--- src/rtl/alu_seq.sv ---
// alu_seq: registered, WIDTH-parametrised ALU with a valid/ready request side.
// Executes the 5-bit FunSel op set in full or half width. The result, the
// out_valid pulse and the {Z,C,N,V} flag register update one cycle after
// acceptance.
// Optional feature macro: ALU_SHIFT_MULTI_EN. When it is defined, shifts and
// rotates move by input_b bits through an iterative SHIFT state. When it is
// undefined, they move by exactly one bit in a single cycle.
module alu_seq #(
    parameter int WIDTH = 32
) (
    input  logic             clock,
    input  logic             reset,
    input  logic             in_valid,
    output logic             in_ready,
    input  logic [4:0]       FunSel,
    input  logic             flag_wen,
    input  logic [WIDTH-1:0] input_a,
    input  logic [WIDTH-1:0] input_b,
    output logic             out_valid,
    output logic [WIDTH-1:0] ALUOut,
    output logic [3:0]       flags
);

    localparam int HALF = WIDTH / 2;
    localparam int SW   = $clog2(WIDTH);
    localparam logic [WIDTH-1:0] LO_MASK = {{HALF{1'b0}}, {HALF{1'b1}}};

    localparam logic [3:0] OP_A    = 4'h0;
    localparam logic [3:0] OP_B    = 4'h1;
    localparam logic [3:0] OP_NA   = 4'h2;
    localparam logic [3:0] OP_NB   = 4'h3;
    localparam logic [3:0] OP_ADD  = 4'h4;
    localparam logic [3:0] OP_ADC  = 4'h5;
    localparam logic [3:0] OP_SUB  = 4'h6;
    localparam logic [3:0] OP_AND  = 4'h7;
    localparam logic [3:0] OP_OR   = 4'h8;
    localparam logic [3:0] OP_XOR  = 4'h9;
    localparam logic [3:0] OP_NAND = 4'hA;
    localparam logic [3:0] OP_LSL  = 4'hB;
    localparam logic [3:0] OP_LSR  = 4'hC;
    localparam logic [3:0] OP_ASR  = 4'hD;
    localparam logic [3:0] OP_CSL  = 4'hE;
    localparam logic [3:0] OP_CSR  = 4'hF;

    typedef enum logic [0:0] {S_IDLE = 1'b0, S_SHIFT = 1'b1} state_t;

    // Clear the upper half in half mode. Every operand and intermediate is kept
    // in this form, so carry and shift-out logic never sees stale upper bits.
    function automatic logic [WIDTH-1:0] opmask(input logic [WIDTH-1:0] v, input logic full);
        if (full) return v;
        else      return v & LO_MASK;
    endfunction

    // Widen an operating-width value to WIDTH bits. Half mode sign-extends from bit HALF-1.
    function automatic logic [WIDTH-1:0] ext(input logic [WIDTH-1:0] v, input logic full);
        if (full) return v;
        else      return {{HALF{v[HALF-1]}}, v[HALF-1:0]};
    endfunction

    // Return the sign bit at the operating width.
    function automatic logic msb_of(input logic [WIDTH-1:0] v, input logic full);
        if (full) return v[WIDTH-1];
        else      return v[HALF-1];
    endfunction

    // Shift or rotate by one bit. Returns {bit shifted out, masked result}.
    function automatic logic [WIDTH:0] shift1(input logic [WIDTH-1:0] v, input logic full,
                                              input logic [3:0] op, input logic cin);
        logic [WIDTH-1:0] r;
        logic             co;
        logic             top;
        top = msb_of(v, full);
        r   = v;
        co  = cin;
        case (op)
            OP_LSL: begin r = v << 1; co = top; end
            OP_LSR: begin r = v >> 1; co = v[0]; end
            OP_ASR: begin
                r  = v >> 1;
                co = v[0];
                if (full) r[WIDTH-1] = top;
                else      r[HALF-1]  = top;
            end
            OP_CSL: begin r = (v << 1) | {{(WIDTH-1){1'b0}}, cin}; co = top; end
            OP_CSR: begin
                r  = v >> 1;
                co = v[0];
                if (full) r[WIDTH-1] = cin;
                else      r[HALF-1]  = cin;
            end
            default: begin r = v; co = cin; end
        endcase
        return {co, opmask(r, full)};
    endfunction

    state_t           state_r, state_nx;
    logic             ready_r;
    logic             accept_s, start_shift_s, shift_done_s;
    logic [WIDTH-1:0] a_r, b_r;
    logic [4:0]       fun_r;
    logic             fw_r, pend_r;
    logic [WIDTH-1:0] alu_out_r;
    logic [3:0]       flags_r;
    logic             out_valid_r;

    logic             full_s, cin_s, add_c_s, carry_s, co_s, sa_s, sb_s, sr_s, v_s;
    logic [3:0]       op_s;
    logic [WIDTH-1:0] add_b_s, res_s, exec_res_s;
    logic [WIDTH:0]   sum_s;
    logic [3:0]       exec_flags_s;

`ifdef ALU_SHIFT_MULTI_EN
    localparam logic [SW-1:0] CNT_ONE = {{(SW-1){1'b0}}, 1'b1};
    logic             is_shift_op_s;
    logic [SW-1:0]    n_in_s, cnt_r;
    logic [WIDTH-1:0] work_r;
    logic             cwork_r, first_r;
    logic             sh_cin_s, sh_co_s;
    logic [WIDTH-1:0] sh_val_s;
`else
    logic [WIDTH:0]   sh1_s;
`endif

    assign in_ready  = ready_r;
    assign out_valid = out_valid_r;
    assign ALUOut    = alu_out_r;
    assign flags     = flags_r;

    // State register; in_ready is registered from the next state.
    always_ff @(posedge clock) begin
        if (reset) begin
            state_r <= S_IDLE;
            ready_r <= 1'b1;
        end else begin
            state_r <= state_nx;
            ready_r <= (state_nx == S_IDLE);
        end
    end

    // Next-state logic: enter SHIFT on a multi-bit shift, leave when the count expires.
    always_comb begin
        state_nx = state_r;
        case (state_r)
            S_IDLE: begin
                if (start_shift_s) state_nx = S_SHIFT;
                else               state_nx = S_IDLE;
            end
            S_SHIFT: begin
                if (shift_done_s) state_nx = S_IDLE;
                else              state_nx = S_SHIFT;
            end
            default: state_nx = S_IDLE;
        endcase
    end

    // Control decode: accept, shift start and shift completion.
    always_comb begin
        accept_s = in_valid && ready_r;
`ifdef ALU_SHIFT_MULTI_EN
        is_shift_op_s = (FunSel[3:0] >= OP_LSL);
        if (FunSel[4]) n_in_s = input_b[SW-1:0];
        else           n_in_s = {1'b0, input_b[SW-2:0]};
        start_shift_s = accept_s && is_shift_op_s && (n_in_s != {SW{1'b0}});
        shift_done_s  = (state_r == S_SHIFT) && (cnt_r == CNT_ONE);
`else
        start_shift_s = 1'b0;
        shift_done_s  = 1'b0;
`endif
    end

    // Single-cycle execute: result and flags of the captured op. Carry-in is read
    // from the live flag register, so an op issued back-to-back after a
    // flag-writing op sees that op's carry.
    always_comb begin
        full_s  = fun_r[4];
        op_s    = fun_r[3:0];
        cin_s   = flags_r[2];
        add_b_s = b_r;
        add_c_s = 1'b0;
        if (op_s == OP_ADC) begin
            add_c_s = cin_s;
        end else if (op_s == OP_SUB) begin
            add_b_s = opmask(~b_r, full_s);
            add_c_s = 1'b1;
        end else begin
            add_b_s = b_r;
            add_c_s = 1'b0;
        end
        sum_s   = {1'b0, a_r} + {1'b0, add_b_s} + {{WIDTH{1'b0}}, add_c_s};
        carry_s = full_s ? sum_s[WIDTH] : sum_s[HALF];
        res_s   = a_r;
        co_s    = cin_s;
`ifndef ALU_SHIFT_MULTI_EN
        sh1_s   = shift1(a_r, full_s, op_s, cin_s);
`endif
        case (op_s)
            OP_A:    res_s = a_r;
            OP_B:    res_s = b_r;
            OP_NA:   res_s = opmask(~a_r, full_s);
            OP_NB:   res_s = opmask(~b_r, full_s);
            OP_ADD, OP_ADC, OP_SUB: begin
                res_s = opmask(sum_s[WIDTH-1:0], full_s);
                co_s  = carry_s;
            end
            OP_AND:  res_s = a_r & b_r;
            OP_OR:   res_s = a_r | b_r;
            OP_XOR:  res_s = a_r ^ b_r;
            OP_NAND: res_s = opmask(~(a_r & b_r), full_s);
            OP_LSL, OP_LSR, OP_ASR, OP_CSL, OP_CSR: begin
`ifdef ALU_SHIFT_MULTI_EN
                // Only zero-distance shifts reach this path: pass A, keep C.
                res_s = a_r;
                co_s  = cin_s;
`else
                res_s = sh1_s[WIDTH-1:0];
                co_s  = sh1_s[WIDTH];
`endif
            end
            default: begin
                res_s = a_r;
                co_s  = cin_s;
            end
        endcase
        sa_s = msb_of(a_r, full_s);
        sb_s = msb_of(b_r, full_s);
        sr_s = msb_of(res_s, full_s);
        if (op_s == OP_ADD || op_s == OP_ADC) v_s = (sa_s == sb_s) && (sr_s != sa_s);
        else if (op_s == OP_SUB)              v_s = (sa_s != sb_s) && (sr_s != sa_s);
        else                                  v_s = 1'b0;
        exec_flags_s = {(res_s == {WIDTH{1'b0}}), co_s, sr_s, v_s};
        exec_res_s   = ext(res_s, full_s);
    end

`ifdef ALU_SHIFT_MULTI_EN
    // One shift step. On the first step, rotate-through-carry takes C from the flag register.
    always_comb begin
        if (first_r) sh_cin_s = flags_r[2];
        else         sh_cin_s = cwork_r;
        {sh_co_s, sh_val_s} = shift1(work_r, fun_r[4], fun_r[3:0], sh_cin_s);
    end

    // Iterative shifter: load on start, step once per cycle while in SHIFT.
    always_ff @(posedge clock) begin
        if (reset) begin
            work_r  <= {WIDTH{1'b0}};
            cnt_r   <= {SW{1'b0}};
            cwork_r <= 1'b0;
            first_r <= 1'b0;
        end else if (start_shift_s) begin
            work_r  <= opmask(input_a, FunSel[4]);
            cnt_r   <= n_in_s;
            first_r <= 1'b1;
        end else if (state_r == S_SHIFT) begin
            work_r  <= sh_val_s;
            cwork_r <= sh_co_s;
            cnt_r   <= cnt_r - CNT_ONE;
            first_r <= 1'b0;
        end
    end
`endif

    // Operand capture on accept, then registered result, flags and out_valid pulse.
    always_ff @(posedge clock) begin
        if (reset) begin
            a_r         <= {WIDTH{1'b0}};
            b_r         <= {WIDTH{1'b0}};
            fun_r       <= 5'b00000;
            fw_r        <= 1'b0;
            pend_r      <= 1'b0;
            alu_out_r   <= {WIDTH{1'b0}};
            flags_r     <= 4'b0000;
            out_valid_r <= 1'b0;
        end else begin
            out_valid_r <= 1'b0;
            if (pend_r) begin
                alu_out_r   <= exec_res_s;
                out_valid_r <= 1'b1;
                if (fw_r) flags_r <= exec_flags_s;
            end
`ifdef ALU_SHIFT_MULTI_EN
            if (shift_done_s) begin
                alu_out_r   <= ext(sh_val_s, fun_r[4]);
                out_valid_r <= 1'b1;
                if (fw_r) flags_r <= {(sh_val_s == {WIDTH{1'b0}}), sh_co_s,
                                      msb_of(sh_val_s, fun_r[4]), 1'b0};
            end
`endif
            pend_r <= accept_s && !start_shift_s;
            if (accept_s) begin
                a_r   <= opmask(input_a, FunSel[4]);
                b_r   <= opmask(input_b, FunSel[4]);
                fun_r <= FunSel;
                fw_r  <= flag_wen;
            end
        end
    end

endmodule

--- config.mk ---
export PLATFORM = sky130hd
export DESIGN_NAME = alu_seq
export DESIGN_NICKNAME = d
export VERILOG_FILES = /design/src/rtl/alu_seq.sv
export SDC_FILE = /design/constraint.sdc
export NUM_CORES = 1
export LEC_CHECK = 0
export CAP_MARGIN = 10
export CORE_UTILIZATION = 60
export CTS_CLUSTER_SIZE = 16
export DETAILED_ROUTE_END_ITERATION = 6
export GPL_TIMING_DRIVEN = 0
export PLACE_DENSITY = 0.83
export SLEW_MARGIN = 20
export SYNTH_ARGS = -nofsm -noshare
export SYNTH_HDL_FRONTEND = slang
export SYNTH_SLANG_ARGS = --single-unit
export TNS_END_PERCENT = 1
--- constraint.sdc ---
create_clock -name clock -period 7.9 [get_ports clock]
set_clock_uncertainty 0.05 [all_clocks]
set_input_delay 1.975 -clock clock [delete_from_list [all_inputs] [get_ports clock]]
set_output_delay 1.975 -clock clock [all_outputs]
set_load 0.005 [all_outputs]
==> metrics.yaml, run 1 <==
status: "finished clean"
worstPathArrival_ns: 6.44
placed_area_um2: 11700
tritoncts: "yes"
hpwl_um: 32600
synth_ff_type: "dfxtp_1"
area_growth_pct: 16.3
cts-root-buf: "clkbuf_16"
cp_slowest_cell: "clkbuf_1"
core_um2: 16700
period_share_pct: 78.2
synth_cell_types: 88
synth-async-reset-ratio_pct: 0
fin_area_um2: 12100
cts.path.max_buffers: 2
crit_family: "compound AO/OA/AOI/OAI gates"
nFillCells: 1403
tightest_slew_ns: 1.01
grtUsageTotal_pct: 47.3
fmax_mhz: 162
cp_max_fo: 10
critPathKind: "flip-flop to flip-flop"
antenna_found_initial: 0
cts.repair.resized: 0
setup_viol: 0
grt_pass1_wl_um: 64600
slew_viol_final: 0
maxCapViolations: 0
portBuffers: 108
nets: 1693
worstSetupStartpointType: "flip-flop"
max_stage_delay_ns: 0.57
yosysTopAreaCell: "dfxtp_1"
syn_area_per_cell_um2: 7.38
vias: 12300
period_minus_slack_ns: 6.18
floorplan.initialDensity_pct: 62.1
ios: 111
hold_viol_final: 0
synth_edf_count: 0
yosys.cell_count.top_type: "nor2_1"
drive_gt1_share_pct: 5.04
cts_sinks: 108
crit_chain: "buf_6 -> and2b_4 -> buf_4 -> clkbuf_1 -> nand2_1 -> xnor2_1 -> fa_1 -> inv_1 -> fa_1 -> nand2b_1 -> a211oi_1 -> o21ai_1 -> a21oi_1 -> a311oi_1 -> xnor2_1 -> a211o_1 -> a2111oi_0 -> nand4_1 -> nand2_1"
dr.pass1.iters: 6
first_iter_violations: 2072
ys_seq_elements: 108
hp-class: "flip-flop to flip-flop"
rows: 47
place.gp.congestion: 1.07
tns_ns: 0
routed_wl_um: 42000
route.detailed.drc: 0
grt_max_degree: 21
wl_per_cell_um: 24.0
synthTopCellsByCount: "192 x nor2_1, 119 x nand2_1, 108 x dfxtp_1, 97 x a21oi_1, 95 x ha_1"
grt.overflow.total: 0
antenna_cells: 0
grt_setup_unrepaired: "no"
syn_inst: 1404
slew_headroom_pct: 32.8
power_density_nw_per_um2: 139
clock_latency_ns: 0.37
die-area_um2: 17800
netlist_area_um2: 10400
cts_setup_buffers: 0
holdBufCountCts: 0
grt_pass1_vias: 11500
cp.required_ns: 8.16
ir_drop_mv: 0.119
viasPerCell: 7.02
synth_warnings: 0
synthesis.nets: 1574
die_h_um: 133
ys_top_cells_by_area: "dfxtp_1 21%, ha_1 11%, nor2_1 7.0%"
clkTransAtPathRegs_ns: 0.08
cts_inserted_buffers: 9
leakagePower_nw: 4.78
die_x_um: 133
yosysSeqAreaShare_pct: 20.9
htreeDepth: 3
critical_path.endpoint_type: "flip-flop"
worstPathBufferInverterCount: 4
detail-route-antenna-nets: 0
yosysTopAreaCellShare_pct: 20.9
cell families after synthesis:
group                      Yosys count  share of synthesized area [%]
and+or+nand+nor                    462                           20.5
AOI/OAI and AO/OA                  457                           29.9
buffers and inverters              180                           7.53
DFF                                108                           20.9
adders and majority gates           97                           11.9
muxes                               65                           6.28
xor gates and xnor gates            34                           3.05
other                                1                         0.0362
where the power goes:
part | total [mW] | leakage, nW | internal, mW | switching, mW
clock network | 0.491 | 0.152 | 0.255 | 0.237
logic | 0.556 | 3.75 | 0.220 | 0.336
registers | 0.631 | 0.886 | 0.574 | 0.0565
total | 1.68 | 4.78 | 1.05 | 0.629
registers in the layout (all words and copies together) (netlist names):
register and cells:
out_valid 1, fun_r 5, b_r 32, ALUOut 32, a_r 32, pend_r 1, fw_r 1, flags 4
layout make-up:
class                      instances  area [um^2]  share of cell area [%]
buffer                            99          477                    3.95
clock buffer                       9          225                    1.87
clock inverter                     7         96.3                   0.799
inverter                          81          304                    2.52
multi-input combinational       1116         7440                    61.7
sequential                       108         2160                    17.9
tap                              220          275                    2.28
timing repair buffer             108         1080                    8.96
worst paths after layout:
path | startpoint | end | slack [ns] | depth (start not counted)
setup / recovery | fun_r[1] | flags[3] | 1.72 | 19
hold / removal | flags[3] | flags[3] | 0.40 | 2
setup reg to reg | fun_r[1] | flags[3] | 1.72 | 19
hold reg to reg | flags[3] | flags[3] | 0.40 | 2
tightest hold or removal path: stages (launching register included):
cell,delay [ns]
dfxtp_1,0.32
nand2_1,0.05
nand2_1,0.04
through the flow:
step                      hold WS (ns)  worst slack (ns)  power [mW]  std cells  utilization [%]
after CTS                        0.398              2.04        1.64       1748             72.2
after global routing             0.431              1.50        1.73       1748             72.2
after floorplan                  0.384              3.52       0.948       1404                -
after detailed placement         0.387              2.11        1.16       1732             70.3
after global placement           0.385              2.17        1.15       1732             70.2
final                            0.400              1.72        1.68       1748             72.2
layer usage:
metal	track usage (%)	vias to the layer above	wire length [um]
li1	-	5400	-
met1	62.9	5618	16400
met2	68.8	1059	17000
met3	15.1	196	6540
met4	22.6	0	1990
met5	0	-	0
cells in the final DEF, fill, tap and decap left out, types with 11 or more instances in the layout:
cell	n
mux2i_1	65
a31oi_1	19
clkdlybuf4s50_1	108
a221oi_1	20
o22ai_1	30
dfxtp_1	108
and3_1	11
buf_1	12
clkbuf_1	49
nor2_1	192
nor3_1	30
nand3_1	26
a22oi_1	47
nand2b_1	11
buf_2	27
nand2_1	119
inv_1	79
nor2b_1	13
xnor2_1	24
a211oi_1	20
ha_1	95
o21ai_0	80
o32ai_1	11
a21oi_1	97
Power figures use the tool's default switching activity.
==> run 2: changes to the inputs <==
CORE_UTILIZATION = 53   (was 60)
PLACE_DENSITY = 0.77   (was 0.83)
clock period = 5.6 ns   (was 7.9 ns; I/O delays follow)
==> run 2 against run 1 <==
Largest power group unchanged; the flow now finishes with violations (DRC); largest cell class unchanged; count of clock-buffer cells in the layout is the same; critical path depth decreased by 1; register-to-register slack got worse by 1.6 ns; combinational power increased by 39%.
==> metrics.yaml, run 2 (synthesized netlist as in run 1, its figures left out) <==
maxCapViolations: 0  # unchanged
hp-class: "flip-flop to flip-flop"  # unchanged
floorplan.initialDensity_pct: 54.7  # was 62.1%
nets: 1690  # was 1,693
tightest_slew_ns: 1.07  # was 1.01 ns
timing.rr.start: "fun_r[1]"  # unchanged
slew_viol_final: 0  # unchanged
layout_commonest_cell: "nor2_1"  # unchanged
clkTransAtPathRegs_ns: 0.07  # was 0.08 ns
whs_ns: 0.400  # about the same
holdBufCountCts: 0  # unchanged
ios: 111  # unchanged
area_growth_pct: 16.5  # was 16.3%
period_minus_slack_ns: 5.46  # was 6.18 ns
cts-root-buf: "clkbuf_16"  # unchanged
cts_inserted_buffers: 9  # unchanged
r2r_end: "flags[3]"  # unchanged
reg2reg_depth: 18  # was 19
viasPerCell: 6.66  # was 7.02
first_iter_violations: 1673  # was 2,072
detail-route-antenna-nets: 0  # unchanged
grtUsageTotal_pct: 42.0  # was 47.3%
wl_per_cell_um: 23.4  # was 24.0 um
slew_headroom_pct: 28.5  # was 32.8%
nFillCells: 1772  # was 1,403
cts.repair.resized: 1  # was 0
power_density_nw_per_um2: 191  # was 139 nW/um^2
die_x_um: 142  # was 133 um
tritoncts: "yes"  # unchanged
cts.path.max_buffers: 2  # unchanged
status: "complete, but fails checks"  # was finished clean
vias: 11900  # was 12,300
ir_drop_mv: 0.152  # was 0.119 mV
dpl_worst_slack_ns: -0.170  # was 2.11 ns
critical_path.endpoint_type: "flip-flop"  # unchanged
setup_slack_ns: 0.144  # was 1.72 ns
rows: 50  # was 47
antenna_cells: 0  # unchanged
clock_latency_ns: 0.37  # about the same
cp_max_fo: 19  # was 10
grt_max_degree: 20  # was 21
critPathKind: "flip-flop to flip-flop"  # unchanged
dp.cells: 1772  # was 1,732
htreeDepth: 3  # unchanged
fmax_mhz: 183  # was 162 MHz
dr.pass1.iters: 7  # was 6
grt_setup_unrepaired: "no"  # unchanged
violations: "DRC"
die_h_um: 142  # was 133 um
tns_ns: 0  # unchanged
hold_viol_final: 0  # unchanged
hpwl_um: 32800  # was 32,600 um
portBuffers: 108  # unchanged
route.detailed.drc: 1  # was 0
grt_pass1_vias: 10900  # was 11,500
worstSetupStartpointType: "flip-flop"  # unchanged
grt_pass1_wl_um: 63900  # was 64,600 um
place.gp.congestion: 1.06  # was 1.07
period_share_pct: 97.4  # was 78.2%
leakagePower_nw: 4.77  # was 4.78 nW
instances_no_fill: 1785  # was 1,748
rrSetupSlack_ns: 0.14  # was 1.72 ns
setup_viol: 0  # unchanged
antenna_found_initial: 1  # was 0
grt.overflow.total: 0  # unchanged
cts_sinks: 108  # unchanged
die-area_um2: 20100  # was 17,800 um^2
power_mw: 2.31  # was 1.68 mW
startpoint: "fun_r[1]"  # unchanged
cts_setup_buffers: 0  # unchanged
drive_gt1_share_pct: 5.31  # was 5.04%
core_um2: 19000  # was 16,700 um^2
worstPathArrival_ns: 5.71  # was 6.44 ns
most-common-layout-cells: "192 x nor2_1, 119 x nand2_1, 108 x dfxtp_1, 108 x clkdlybuf4s50_1, 97 x a21oi_1"  # unchanged
cp.required_ns: 5.86  # was 8.16 ns
crit_end: "flags[3]"  # unchanged
routed_wl_um: 41700  # was 42,000 um
run 2: final cells by class:
type / count / area (um^2) / share of cell area [%]
Buffer: 96 / 468 / 3.87
Timing Repair Buffer: 108 / 1080 / 8.95
Sequential cell: 108 / 2160 / 17.9
Multi-Input combinational cell: 1116 / 7450 / 61.7
Tap cell: 260 / 325 / 2.69
Clock buffer: 9 / 225 / 1.86
Inverter: 81 / 304 / 2.52
Clock inverter: 7 / 58.8 / 0.487
run 2: worst max-delay path: stages, from the launching register on:
cell and delay, ns:
dfxtp_1 0.48, buf_6 0.20, and2b_4 0.18, buf_4 0.32, nand2_1 0.26, buf_1 0.33
nand2_1 0.13, o21ai_0 0.13, ha_1 0.31, clkbuf_1 0.32, nand3_1 0.31, or4_1 0.62
a211oi_1 0.50, o21ai_0 0.22, a31oi_1 0.22, o211ai_1 0.10, nor4_1 0.47, nand4_1 0.16
nand2_1 0.09
run 2: where the power goes:
group	internal (mW)	leakage, nW	switching, mW
Combinational	0.309	3.75	0.465
Clock	0.310	0.132	0.335
Sequential	0.810	0.886	0.0789
run 2: how the worst min path moves through the flow:
| stage | start | end | slack (ns) | depth (start not counted) |
|---|---|---|---|---|
| after CTS | flags[3] | flags[3] | 0.40 | 2 |
| after global placement | flags[3] | flags[3] | 0.38 | 2 |
| after detailed placement | flags[3] | flags[3] | 0.39 | 2 |
| after global routing | flags[3] | flags[3] | 0.41 | 2 |
| final | flags[3] | flags[3] | 0.40 | 2 |
| after floorplan | flags[3] | flags[3] | 0.38 | 2 |
run 2: metrics by stage:
stage          util [%]  area (um^2)
2_1_floorplan         -        10400
3_3_place_gp       62.1        11800
3_5_place_dp       62.2        11800
4_1_cts            63.7        12100
5_1_grt            63.7        12100
6_report           63.7        12100
run 2: per-layer routing:
| layer | part of all wire (%) | track usage, % |
|---|---|---|
| met1 | 43 | 59.7 |
| met2 | 40 | 61.3 |
| met3 | 13 | 8.94 |
| met4 | 4.0 | 16.4 |
| met5 | 0 | 0 |
